--- config.mk ---
export PLATFORM = sky130hd
export DESIGN_NAME = req_arbiter_4
export DESIGN_NICKNAME = d
export VERILOG_FILES = /design/src/rtl/req_arbiter_4.sv
export SDC_FILE = /design/constraint.sdc
export NUM_CORES = 1
export LEC_CHECK = 0
export BUFFER_PORTS_ARGS = -buffer_cell sky130_fd_sc_hd__buf_2
export CAP_MARGIN = 25
export CORE_MARGIN = 3
export CORE_UTILIZATION = 55
export CTS_CLUSTER_SIZE = 40
export DETAILED_ROUTE_END_ITERATION = 8
export HOLD_SLACK_MARGIN = 0.1
export PLACE_DENSITY = 0.85
export RECOVER_POWER = 50
export SETUP_SLACK_MARGIN = 0.3
export SLEW_MARGIN = 20
export SYNTH_ARGS = -nofsm -noshare
export SYNTH_HDL_FRONTEND = slang
export SYNTH_SLANG_ARGS = --single-unit
--- constraint.sdc ---
create_clock -name clk -period 2.02 [get_ports clk]
set_clock_uncertainty 0.15 [all_clocks]
set_input_delay 0.101 -clock clk [delete_from_list [all_inputs] [get_ports clk]]
set_output_delay 0.101 -clock clk [all_outputs]
set_load 0.1 [all_outputs]
--- src/rtl/req_arbiter_4.sv ---
// Four-requester arbiter with run-time fixed-priority / round-robin selection.
// A hold-limit counter forces rotation when an owner keeps the grant with competitors pending.
module req_arbiter_4 #(
    parameter int unsigned MAX_HOLD = 8,
    parameter int unsigned CNT_W    = 4
) (
    input  logic       clk,
    input  logic       rst,
    input  logic [3:0] req,
    input  logic       rr_en,
    output logic [3:0] gnt,
    output logic [1:0] gnt_id,
    output logic       gnt_valid,
    output logic       preempt
);

    localparam logic [0:0] IDLE = 1'b0;
    localparam logic [0:0] BUSY = 1'b1;

    localparam logic [CNT_W-1:0] HOLD_LAST = CNT_W'(MAX_HOLD - 1);

    logic [0:0]       state_q, state_d;
    logic [3:0]       gnt_q, gnt_d;
    logic [1:0]       gnt_id_q, gnt_id_d;
    logic             gnt_valid_q, gnt_valid_d;
    logic             preempt_q, preempt_d;
    logic [CNT_W-1:0] hold_cnt_q, hold_cnt_d;
    logic [1:0]       last_q, last_d;

    logic [3:0] others;
    logic [1:0] win_any;
    logic [1:0] win_oth;
    logic       owner_req;

    // Fixed priority: highest index wins. Round-robin: first set bit at last+1, last+2, ...
    function automatic logic [1:0] pick(input logic [3:0] c, input logic rr,
                                        input logic [1:0] last);
        logic [1:0] w;
        logic [1:0] idx;
        w = 2'd0;
        if (!rr) begin
            for (int i = 0; i < 4; i++) begin
                if (c[i]) w = 2'(i);
            end
        end else begin
            for (int k = 3; k >= 0; k--) begin
                idx = last + 2'(k) + 2'd1;
                if (c[idx]) w = idx;
            end
        end
        return w;
    endfunction

    assign others    = req & ~gnt_q;
    assign owner_req = |(req & gnt_q);
    assign win_any   = pick(req, rr_en, last_q);
    assign win_oth   = pick(others, rr_en, last_q);

    always_comb begin
        state_d     = state_q;
        gnt_d       = gnt_q;
        gnt_id_d    = gnt_id_q;
        gnt_valid_d = gnt_valid_q;
        preempt_d   = 1'b0;
        hold_cnt_d  = hold_cnt_q;
        last_d      = last_q;

        unique case (state_q)
            IDLE: begin
                if (|req) begin
                    state_d     = BUSY;
                    gnt_d       = 4'b0001 << win_any;
                    gnt_id_d    = win_any;
                    gnt_valid_d = 1'b1;
                    hold_cnt_d  = '0;
                    last_d      = win_any;
                end
            end
            BUSY: begin
                if (owner_req && (hold_cnt_q < HOLD_LAST)) begin
                    hold_cnt_d = hold_cnt_q + 1'b1;
                end else if (owner_req && !(|others)) begin
                    // Uncontested owner: counter saturates, grant kept indefinitely.
                    hold_cnt_d = hold_cnt_q;
                end else if (|others) begin
                    gnt_d       = 4'b0001 << win_oth;
                    gnt_id_d    = win_oth;
                    gnt_valid_d = 1'b1;
                    hold_cnt_d  = '0;
                    last_d      = win_oth;
                    preempt_d   = owner_req;
                end else begin
                    state_d     = IDLE;
                    gnt_d       = 4'b0000;
                    gnt_id_d    = 2'd0;
                    gnt_valid_d = 1'b0;
                    hold_cnt_d  = '0;
                end
            end
            default: begin
                state_d     = IDLE;
                gnt_d       = 4'b0000;
                gnt_id_d    = 2'd0;
                gnt_valid_d = 1'b0;
                hold_cnt_d  = '0;
            end
        endcase
    end

    always_ff @(posedge clk or posedge rst) begin
        if (rst) begin
            state_q     <= IDLE;
            gnt_q       <= 4'b0000;
            gnt_id_q    <= 2'd0;
            gnt_valid_q <= 1'b0;
            preempt_q   <= 1'b0;
            hold_cnt_q  <= '0;
            last_q      <= 2'd3;
        end else begin
            state_q     <= state_d;
            gnt_q       <= gnt_d;
            gnt_id_q    <= gnt_id_d;
            gnt_valid_q <= gnt_valid_d;
            preempt_q   <= preempt_d;
            hold_cnt_q  <= hold_cnt_d;
            last_q      <= last_d;
        end
    end

    assign gnt       = gnt_q;
    assign gnt_id    = gnt_id_q;
    assign gnt_valid = gnt_valid_q;
    assign preempt   = preempt_q;

endmodule

# Yosys cells after proc, flatten, opt, wreduce, memory -nomap -nowiden
# Cells that the tools add are included.
[totals]
regBits = 15
output_inout_bits = 8
elab_cells = 102
[classes]
addsub = 7
magnitude_cmp = 5
eq_ne = 5
n_shift = 2
muxes = 63
n_bitwise = 4
n_reduce_logical = 9
[op_table]
columns = ["cell", "n"]
rows = [
  ["2-bit two-way mux", 21],
  ["4-bit two-way mux", 7],
  ["1-bit two-way mux", 21],
  ["1-bit binary-select mux with 2-bit select", 8],
  ["4-bit one-hot mux with 2 select lines", 2],
  ["2-bit by 3-bit < comparator with 1-bit output (second input constant)", 4],
  ["4-bit OR reduction", 3],
  ["2-bit by 1-bit adder with 2-bit output (second input constant)", 4],
  ["4-bit AND", 2],
  ["2-bit one-hot mux with 2 select lines", 2],
  ["1-bit by 2-bit left shift with 4-bit output (first input constant)", 2],
  ["2-bit != test (second input constant)", 3],
  ["2-bit adder (second input constant)", 2],
  ["4-bit by 1-bit adder with 4-bit output (second input constant)", 1],
  ["4-bit by 3-bit < comparator with 1-bit output (second input constant)", 1],
  ["4-bit inverter", 1],
  ["1-bit one-hot mux with 2 select lines", 2],
  ["4-bit AND reduction", 1],
  ["3-bit != test (second input constant)", 1],
  ["3-bit AND reduction", 1],
  ["1-bit logical AND", 2],
  ["2-bit by 1-bit != test with 1-bit output (second input constant)", 1],
  ["2-bit AND reduction", 1],
  ["1-bit logical NOT", 1],
  ["1-bit inverter", 1],
]

# Longest topological paths before layout
[depth]
ltp_word = 14
ltp_mapped = 9
mapped_depth_nobuf = 6

# Worst setup path before layout
# Ideal clock, no wire load.
[synth_timing]
path_type = "register -> register"
from = "register gnt_q[0] (netlist: gnt[0])"
to = "register gnt_q[2] (netlist: gnt[2])"
setup_ps = 124
arrival_time_ps = 2226
t_required_ps = 1746
slack_ps = -480
stages_incl_launch_ff = 7
path_buffers = 0
cell_sequence = "dfrtp_1 and2b_1 nor4_4 or2b_2 a21oi_2 a221oi_2 nor2_1"
[synth_between]
elab_chain_cells = 14
[synth_lines]
columns = ["element", "line", "text"]
rows = [
  ["start: declaration", "23", "logic [3:0] gnt_q, gnt_d;"],
  ["start signal: assignment", "121", "gnt_q <= gnt_d;"],
  ["4-bit inverter", "54", "assign others = req & ~gnt_q;"],
  ["4-bit AND", "54", ""],
  ["1-bit binary-select mux with 2-bit select", "48", "if (c[idx]) w = idx;"],
  ["1-bit two-way mux (not written as such)", "48", ""],
  ["2-bit two-way mux (4 in a row)", "48", ""],
  ["2-bit two-way mux", "41", "if (!rr) begin"],
  ["1-bit by 2-bit left shift with 4-bit output", "86", "gnt_d = 4'b0001 << win_oth;"],
  ["4-bit two-way mux", "85", "end else if (|others) begin"],
  ["4-bit two-way mux", "82", "end else if (owner_req && !(|others)) begin"],
  ["4-bit two-way mux", "80", "if (owner_req && (hold_cnt_q < HOLD_LAST)) begin"],
  ["4-bit one-hot mux with 2 select lines", "68", "unique case (state_q)"],
]
# Several ways; a longest one is shown, not always the timed one. The select of a mux whose other input is x is not followed.
# A chain may end at the register's enable or synchronous reset.

# Worst setup path after layout
[layout_timing]
from = "register gnt_q[3] (netlist: gnt[3])"
to = "register gnt_q[1] (netlist: gnt[1])"
# The elaborated chain is that of the path after synthesis.

==> summary.txt <==
Run status
  – Status: finished, final reports clean

Floorplanning
  – Die Ht: 49.74 µm
  – Std cell rows: 15
  – Die area: 2474 µm²
  – Core area: 1764 µm²
  – Die X: 49.74 µm
  – Starting Density: 0.5965
  – Top Ports: 15

Drt
  – Total wire length: 2991 µm
  – Met2 WL post-DR: 1474 µm
  – Initial drt markers: 61
  – WL met3: 236 µm
  – WL/cell: 16.80 µm
  – First-pass DRT Iterations: 4
  – Detail Route Antenna Nets: 0
  – DRC Markers: 0
  – Max Used Layer: met4
  – Via count: 1069
  – DRT met1 WL: 1213 µm
  – Vias per std cell: 6.006

Power
  – Maximum VDD drop: 1.428 mV
  – Sw Share: 0.5493
  – Static Leak: 0.5850 nW
  – Pwr/cell area: 1874 nW/µm²
  – Logic pwr share: 0.695
  – P_int: 1.149 mW
  – Clock share of power: 0.069
  – Seq pwr share: 0.237
  – Sw power: 1.400 mW

Critical path
  – Worst path top cell family by delay: simple AND/OR/NAND/NOR gates
  – Bufs and invs on worst path: 0
  – Crit-path slowest cell: dfrtp_4
  – Max incr delay on CP: 0.49 ns
  – CP max FO: 5
  – Type of the worst setup path: register to register
  – Critical Path RT: 2.07 ns
  – Worst Setup End Kind: register
  – Worst setup SP type: register
  – Crit path cell chain: and2b_2 -> a22oi_1 -> o221ai_2 -> nand2_1 -> or3_1 -> a31oi_1
  – WP data arrival: 2.02 ns

Placed design
  – GPL Wtd Cong: 0.9445
  – Port buffer count: 14
  – HPWL after detailed placement: 1947 µm

Flow run
  – Max-capacitance violation count: 0

Finish
  – Layout area overhead: 29.25%
  – Nets: 162
  – Layout cells sized above 1: 0.3922
  – # diodes: 0
  – Final core utilization: 0.7709

STA
  – Max-slew violations: 0
  – Final min period: 1.965 ns
  – RSZ-0062 raised after global routing: yes
  – Setup violations, final: 0
  – Final period util: 0.9726
  – Worst-Margin Slew: 1.166 ns
  – Hold slack: 0.2649 ns
  – FMAX: 0.5090 GHz
  – Rel. slew slack: 0.2258
  – Final Hold Fails: 0

CTS
  – Clk Tree Root Cell: clkbuf_4
  – CTS buffer count: 3
  – Reg clk slew, reported paths: 0.09 ns
  – CTS sink count: 15
  – H-tree Lvls: 1
  – TritonCTS clock tree: built
  – Worst-skew pair later-pin latency: 0.29 ns
  – CTS Buffer Depth: 2

Synthesis
  – Syn_area_per_cell: 8.769 µm²
  – Syn nets: 128
  – Yosys cell types: 42
  – Synth top area share: 0.3092
  – Yosys reg bits: 15
  – Post-synth top area cell: dfrtp_1
  – Sequential share of the synthesized area: 0.3591
  – Top cells by count, synth: a21oi_1 (14), dfrtp_1 (13), nor2_1 (11), nand2_1 (10), o21ai_0 (8)
  – Most instantiated library cell after synthesis: a21oi_1
  – Area contributors post-synth: dfrtp_1 (31%), a21oi_1 (6.7%), dfstp_2 (5.0%)
  – Post-Syn Area: 1052 µm²
  – Yosys warnings: 0
  – Post-synth EDFFs: 0
  – Post-synth ARST share: 1.000
  – Ys flop type: dfrtp_1
  – Gate count after technology mapping: 120

GRT
  – Largest net degree at the start of global routing: 16
  – GRT overflow: 0
  – Tot GR Track Use: 0.2588
  – Number of global-route vias before repair: 1067
  – First-pass GRT wire length: 4919 µm
  – Initial antenna violation count: 0

Worst hold path
  – Hold crit path type: input port to asynchronous set/reset pin
-- power by group through the flow --
stage,clock (mW),combinational [mW],sequential (mW)
after floorplan,0,0.723,1.10
after global placement,0,1.40,0.612
after detailed placement,0,1.45,0.621
after CTS,0.181,1.68,0.596
after global routing,0.195,1.88,0.624
final,0.175,1.77,0.603
-- layer usage --
layer,GRT usage,vias to the layer above
met3,0.04834,8
met1,0.3225,486
met4,0.08295,0
li1,-,511
met5,0,-
met2,0.4471,64
-- metrics by stage --
stage | total power [mW] | setup slack [ns] | instance area, µm² | cells | setup TNS (ns)
2_1_floorplan | 1.818 | -0.05967 | 1072 | 120 | -0.1319
3_3_place_gp | 2.016 | 0.09132 | 1157 | 158 | 0
3_5_place_dp | 2.067 | 0.03878 | 1157 | 158 | 0
4_1_cts | 2.454 | 0.1283 | 1331 | 177 | 0
5_1_grt | 2.698 | 0.001672 | 1360 | 178 | 0
6_report | 2.549 | 0.05534 | 1360 | 178 | 0
-- flip-flops by register name, indices dropped and copies added (netlist names) --
signal,cells
gnt,4
hold_cnt_q,4
gnt_id,2
last_q,2
gnt_valid,1
preempt,1
state_q,1
-- tightest hold or removal path, delay by kind of cell --
family | cells | cell delay (ns)
buf+inv | 3 | 1.07
-- placed cells by master (no fill, tap or decap), types with 4 or more instances in the layout --
| cell type | synthesis | layout |
|---|---|---|
| dfrtp_4 | 0 | 4 |
| inv_1 | 7 | 7 |
| a31oi_1 | 5 | 5 |
| o21ai_0 | 8 | 5 |
| nand2_1 | 10 | 9 |
| buf_4 | 0 | 15 |
| nor2_1 | 11 | 11 |
| buf_2 | 1 | 11 |
| dfrtp_1 | 13 | 9 |
| nand2b_1 | 4 | 4 |
| a21oi_1 | 14 | 11 |
-- cell type report --
type / count / area [µm²]
multi-input cells: 94 / 658.1
flip-flops and latches: 15 / 392.9
repair buffers: 33 / 221.5
fillers: 132 / 404.1
clock inverters: 1 / 7.507
clock buffers: 3 / 22.52
inverters: 7 / 26.28
well taps: 25 / 31.28
-- repair_timing --
item,4_1_cts,5_1_grt
hold buffers,2,0
setup buffers,13,1
hold endpoints to repair,16,0
pin swaps,8,4
resized for setup,7,6
endpoints found under the setup margin,12,14
-- logic make-up after synthesis --
kind of cell / Yosys count / share of synthesized area
AO/OA/AOI/OAI: 48 / 0.3127
multiplexers: 2 / 0.02021
buffers and inverters: 11 / 0.06183
flip-flops: 15 / 0.3591
adder cells (fa/ha/maj): 1 / 0.01189
AND/OR/NAND/NOR: 43 / 0.2343
-- worst paths after layout --
check	from	end	slack (ns)	cells past startpoint
worst min-delay path	rst	state_q$_DFF_PP0_	0.26	3
min in group clk	req[0]	preempt$_DFF_PP0_	0.28	3
worst max-delay path	gnt[3]$_DFFE_PP0P_	gnt[1]$_DFFE_PP0P_	0.06	6
max in group asynchronous	rst	gnt[1]$_DFFE_PP0P_	1.04	3
worst min register to register	gnt_valid$_DFFE_PP0P_	gnt_valid$_DFFE_PP0P_	0.33	1
worst max register to register	gnt[3]$_DFFE_PP0P_	gnt[1]$_DFFE_PP0P_	0.06	6
No activity file was read; power rests on OpenSTA's default activity.
